--- config.mk ---
export PLATFORM = sky130hd
export DESIGN_NAME = i_shift_sequencer
export DESIGN_NICKNAME = d
export VERILOG_FILES = /design/src/rtl/riscv_pkg.sv /design/src/rtl/i_shift_sequencer_step.sv /design/src/rtl/i_shift_sequencer.sv
export SDC_FILE = /design/constraint.sdc
export NUM_CORES = 1
export LEC_CHECK = 0
export ABC_CLOCK_PERIOD_IN_PS = 7700
export CAP_MARGIN = 0
export CORE_ASPECT_RATIO = 0.9
export CORE_MARGIN = 2
export CORE_UTILIZATION = 45
export DETAILED_ROUTE_END_ITERATION = 12
export GPL_ROUTABILITY_DRIVEN = 0
export PLACE_DENSITY = 0.67
export SETUP_SLACK_MARGIN = 0.4
export SLEW_MARGIN = 25
export SYNTH_ARGS = -nofsm -noshare
export SYNTH_HDL_FRONTEND = slang
export SYNTH_HIERARCHICAL = 1
export SYNTH_SLANG_ARGS = --single-unit
--- constraint.sdc ---
create_clock -name clk -period 7.7 [get_ports clk]
set_input_delay 0.77 -clock clk [delete_from_list [all_inputs] [get_ports clk]]
set_output_delay 0.77 -clock clk [all_outputs]
set_load 0.02 [all_outputs]
--- src/rtl/riscv_pkg.sv ---
// Shared RISC-V execute-path types: I-type funct3 encodings and the
// state/mode types used by the iterative immediate-shift sequencer.
package riscv_pkg;

  typedef enum logic [2:0] {
    F_ADDI  = 3'b000,
    F_SLLI  = 3'b001,
    F_SLTI  = 3'b010,
    F_SLTIU = 3'b011,
    F_XORI  = 3'b100,
    F_SRXI  = 3'b101,
    F_ORI   = 3'b110,
    F_ANDI  = 3'b111
  } i_func_t;

  localparam logic [2:0] F3_SLLI = F_SLLI;
  localparam logic [2:0] F3_SRXI = F_SRXI;

  // Remaining-count width holds 0..31 with headroom; k width holds 0..8.
  localparam int CNT_W = 6;
  localparam int K_W   = 4;

  typedef enum logic [1:0] {
    IDLE  = 2'd0,
    SHIFT = 2'd1,
    DONE  = 2'd2
  } shift_state_t;

  typedef enum logic [1:0] {
    SH_LL  = 2'd0,
    SH_RL  = 2'd1,
    SH_RA  = 2'd2,
    SH_ILL = 2'd3
  } shift_mode_t;

  // SRLI/SRAI share funct3; instruction bit 30 picks the arithmetic form.
  function automatic shift_mode_t decode_mode(input logic [2:0] funct3, input logic arith);
    shift_mode_t m;
    m = SH_ILL;
    if (funct3 == F3_SLLI)
      m = SH_LL;
    else if (funct3 == F3_SRXI)
      m = arith ? SH_RA : SH_RL;
    return m;
  endfunction

endpackage

--- src/rtl/i_shift_sequencer_step.sv ---
// One iteration of the narrow shifter: shifts the accumulator by k bits
// (0..STEP) in the direction and fill mode selected by mode.
import riscv_pkg::*;

module i_shift_step #(
  parameter int XLEN = 32
) (
  input  logic [XLEN-1:0] acc,
  input  logic [1:0]      mode,
  input  logic [K_W-1:0]  k,
  output logic [XLEN-1:0] shifted
);

  // Illegal mode passes the accumulator through untouched.
  always_comb begin
    shifted = acc;
    case (mode)
      SH_LL:   shifted = acc << k;
      SH_RL:   shifted = acc >> k;
      SH_RA:   shifted = XLEN'($signed(acc) >>> k);
      default: shifted = acc;
    endcase
  end

endmodule

--- src/rtl/i_shift_sequencer.sv ---
// Multi-cycle SLLI/SRLI/SRAI sequencer: accepts an operand bundle, walks
// the shift through i_shift_step STEP bits per cycle, then holds the
// result until the consumer takes it.
//
// state | meaning
// IDLE  | ready for a new op, start_ready = 1
// SHIFT | iterating, k = min(STEP, remaining) bits per cycle
// DONE  | result_valid = 1, waiting for result_ready
import riscv_pkg::*;

module i_shift_sequencer #(
  parameter int STEP = 1,
  parameter int XLEN = 32
) (
  input  logic            clk,
  input  logic            rst_n,
  input  logic            start_valid,
  output logic            start_ready,
  input  logic [2:0]      funct3,
  input  logic            arith,
  input  logic [XLEN-1:0] rs1,
  input  logic [4:0]      shamt,
  output logic            result_valid,
  input  logic            result_ready,
  output logic [XLEN-1:0] result,
  output logic            op_err,
  output logic            busy
);

  localparam logic [CNT_W-1:0] STEP_C = CNT_W'(STEP);

  shift_state_t     state_q, state_d;
  shift_mode_t      mode_q, mode_d, mode_in;
  logic [XLEN-1:0]  acc_q, acc_d, step_out;
  logic [CNT_W-1:0] rem_q, rem_d;
  logic             err_q, err_d;
  logic [K_W-1:0]   k;

  assign mode_in = decode_mode(funct3, arith);

  // Last iteration takes only what is left so the count lands exactly on 0.
  assign k = (rem_q < STEP_C) ? rem_q[K_W-1:0] : STEP_C[K_W-1:0];

  i_shift_step #(.XLEN(XLEN)) u_step (
    .acc     (acc_q),
    .mode    (mode_q),
    .k       (k),
    .shifted (step_out)
  );

  // State and datapath registers.
  always_ff @(posedge clk or negedge rst_n) begin
    if (!rst_n) begin
      state_q <= IDLE;
      mode_q  <= SH_LL;
      acc_q   <= '0;
      rem_q   <= '0;
      err_q   <= 1'b0;
    end else begin
      state_q <= state_d;
      mode_q  <= mode_d;
      acc_q   <= acc_d;
      rem_q   <= rem_d;
      err_q   <= err_d;
    end
  end

  // Next-state and datapath update.
  always_comb begin
    state_d = state_q;
    mode_d  = mode_q;
    acc_d   = acc_q;
    rem_d   = rem_q;
    err_d   = err_q;
    case (state_q)
      IDLE: begin
        if (start_valid) begin
          acc_d  = rs1;
          rem_d  = {1'b0, shamt};
          mode_d = mode_in;
          err_d  = (mode_in == SH_ILL);
          if (mode_in == SH_ILL || shamt == 5'd0)
            state_d = DONE;
          else
            state_d = SHIFT;
        end
      end
      SHIFT: begin
        acc_d = step_out;
        rem_d = rem_q - {{(CNT_W-K_W){1'b0}}, k};
        if (rem_d == '0)
          state_d = DONE;
      end
      DONE: begin
        if (result_ready) begin
          state_d = IDLE;
          err_d   = 1'b0;
        end
      end
      default: state_d = IDLE;
    endcase
  end

  // Handshake and status outputs decode straight from the state register.
  always_comb begin
    start_ready  = (state_q == IDLE);
    result_valid = (state_q == DONE);
    busy         = (state_q != IDLE);
    result       = acc_q;
    op_err       = err_q;
  end

endmodule

==> run metrics <==
CP max stage cell buf_4; period utilization between 50 and 60%; Sequential Power Share 22.2%; Seq/Total Area, Yosys 17.7%; overall power around 3000 uW; hold_buf cts 0; crit start category flop; Mapped Cells slightly below 700; combinational share of power between 60% and 70%; Fill cells 1,221; DRC viols 0; switch share between 50% and 60%; Post-DRT Antenna Nets 0; Worst-Margin Slew 0.844 ns; most frequent cells in the layout nand2_1, clkdlybuf4s50_1, mux2i_1; fraction of registers with async set/reset 100%; CP peak stage delay around 0.53 ns; vias in the first global route between 5,000 and 6,000; synthesis-to-finish area growth 14.2%; count of final setup violators 0; Max Cap Viol 0; Worst Skew 0.00595 ns; average wire per standard cell ~24 um; Main synth FF type dfrtp_1; Clk pwr share about a tenth; worst r2r path cells 10; Via density approximately 7.0; power per cell area around 430 nW/um2; LEAKAGE ~0.0027 uW; core box area 13,300 um2; RSZ-0062 raised after global routing no; min Tclk post-route a little under 4 ns; TNS Setup 0 ns; Synth Warn # 6; gr usage total ~29%; starting density of the core a little under half; dpl hpwl around 14 mm; Chip Width ~130 um; row count 40; Clk pin slew, worst setup/hold paths about 0.070 ns; area post-placement between 6000 and 7000 um2; commonest non-fill, non-tap cell in the layout nand2_1; Rel. slew slack 43.5%; DIE AREA between 10,000 and 15,000 um2; chip height around 110 um; Crit path arrival time approximately 4.0 ns; Synth Register Bits 43; CTS Buffer Depth 2; Final #Nets around 760; CTS buffer count 5; routed vias 6,205; Distinct cells, synth 73; Pint approximately 1500 uW; Design Area, Final between 6000 and 7000 um2; Initial DRC Count 907; input/output buffers 80; crit path cell chain nor3_1 > nand2_4 > buf_4 > mux4_2 > and2_1 > maj3_2 > a2111oi_0 > a221oi_1 > mux2i_1 > o21ai_0; Max Freq between 200 and 300 MHz; Clock Latency Late Sink a little under 0.3 ns; initial antenna violation count 0; CP Max Fanout 46; Hold Vio Cnt, Final 0; Net Switching about 1600 uW; first-pass GRT wire length approximately 33 mm; Post-Route WL 20.9 mm; fin util roughly 52%; layout cell share with drive strength beyond 1 between 10% and 20%; H-tree Lvls 2; Mapped Avg Cell Area between 8 and 9 um2; Crit Path Category reg2reg; gr ovfl total 0; Resized cells post-CTS 0; run status complete, no violations; synthesized cell area between 6000 and 7000 um2; Top-Level Pins 81; # Post-CTS Setup Buffers 0; Root Driver clkbuf_16; R2R Setup Slk approximately 3.8 ns; Post-synth EDFFs 0; HP Class in2async; Req. time, crit path between 7 and 8 ns; CTS sink cnt 43; crit path capture type flop; Worst IR Drop VDD between 0.00015 and 0.0002 V; largest net degree at the start of global routing 56; CTS tree done; TritonRoute pass-1 iters 6; Pins Over Slew Limit 0; Ant. Diodes 0
-- kinds of logic (layout without fill, tap and decap cells) --
| family | Yosys count | after routing | share of synthesized area [%] |
|---|---|---|---|
| other | 1 | 11 | 0.0617 |
| adder cells (fa/ha/maj) | 5 | 5 | 0.947 |
| XOR/XNOR | 2 | 2 | 0.288 |
| AO/OA/AOI/OAI | 191 | 191 | 20.5 |
| flip-flops | 43 | 43 | 17.7 |
| multiplexers | 149 | 149 | 37.2 |
| AND/OR/NAND/NOR | 210 | 210 | 15.3 |
| buffers and inverters | 84 | 107 | 7.97 |
-- flip-flops by register name, summed over array words and instances (netlist names) --
name     count
state_q      2
result      32
rem_q        6
mode_q       2
op_err       1
-- worst max-delay path, delay by kind of cell (launching register included) --
family	cells	cell delay [ns]
buf+inv	1	0.53
fa+ha+maj	1	0.30
compound gates	3	0.55
simple gates	3	1.20
flops	1	0.44
mux	2	0.67
-- power groups by stage --
stage / Clock, uW / Sequential (uW) / Combinational (uW)
3_3_place_gp: 0 / 643 / 1940
4_1_cts: 285 / 654 / 1980
2_1_floorplan: 0 / 597 / 1420
5_1_grt: 295 / 693 / 2170
6_report: 280 / 669 / 2060
3_5_place_dp: 0 / 657 / 1970
-- path summary, 6_finish.rpt --
| check | endpoint | startpoint |
|---|---|---|
| max in group asynchronous | result[1] | rst_n |
| hold / removal | result[22] | rst_n |
| setup / recovery | result[27] | rem_q[2] |
| hold reg to reg | op_err | op_err |
| min in group clk | op_err | op_err |
| setup reg to reg | result[27] | rem_q[2] |
-- per-layer routing --
layer	vias up	GRT usage, %	part of all wire [%]
met1	2949	40.5	41
met4	0	10.1	3.9
li1	2671	-	-
met2	496	42.6	43
met3	89	7.29	13
met5	-	0	0
-- cells in the mapped netlist (10+ instances only) --
cell / n / area share, %
nand2_1: 106 / 6.5
mux2i_1: 72 / 12
mux4_2: 60 / 22
dfrtp_1: 43 / 18
nor2_1: 43 / 2.7
o21ai_1: 39 / 3.2
clkbuf_1: 30 / 1.9
o21ai_0: 30 / 2.5
a21oi_1: 27 / 2.2
buf_2: 17 / 1.4
o22ai_1: 15 / 1.5
nand3_1: 13 / 1.1
nand2b_1: 12 / 1.2
mux2_2: 11 / 2.0
nor3_1: 11 / 0.91
inv_1: 10 / 0.62
o211ai_1: 10 / 1.2
-- cell type report --
class | instances | area, um2 | area share (%)
Inverter | 13 | 48.8 | 0.703
Sequential cell | 43 | 1080 | 15.5
Clock inverter | 2 | 60.1 | 0.865
Multi-Input combinational cell | 568 | 4570 | 65.9
Tap cell | 168 | 210 | 3.03
Timing Repair Buffer | 86 | 843 | 12.2
Clock buffer | 6 | 129 | 1.86
-- through the flow --
stage                     worst slack [ns]  instances  hold slack, ns
after global routing                  3.52        886           0.521
after global placement                3.94        878           0.490
final                                 3.82        886           0.481
after CTS                             3.84        886           0.513
after floorplan                       5.06        695           0.474
after detailed placement              3.83        878           0.497
(Power assumes the default switching activity.)
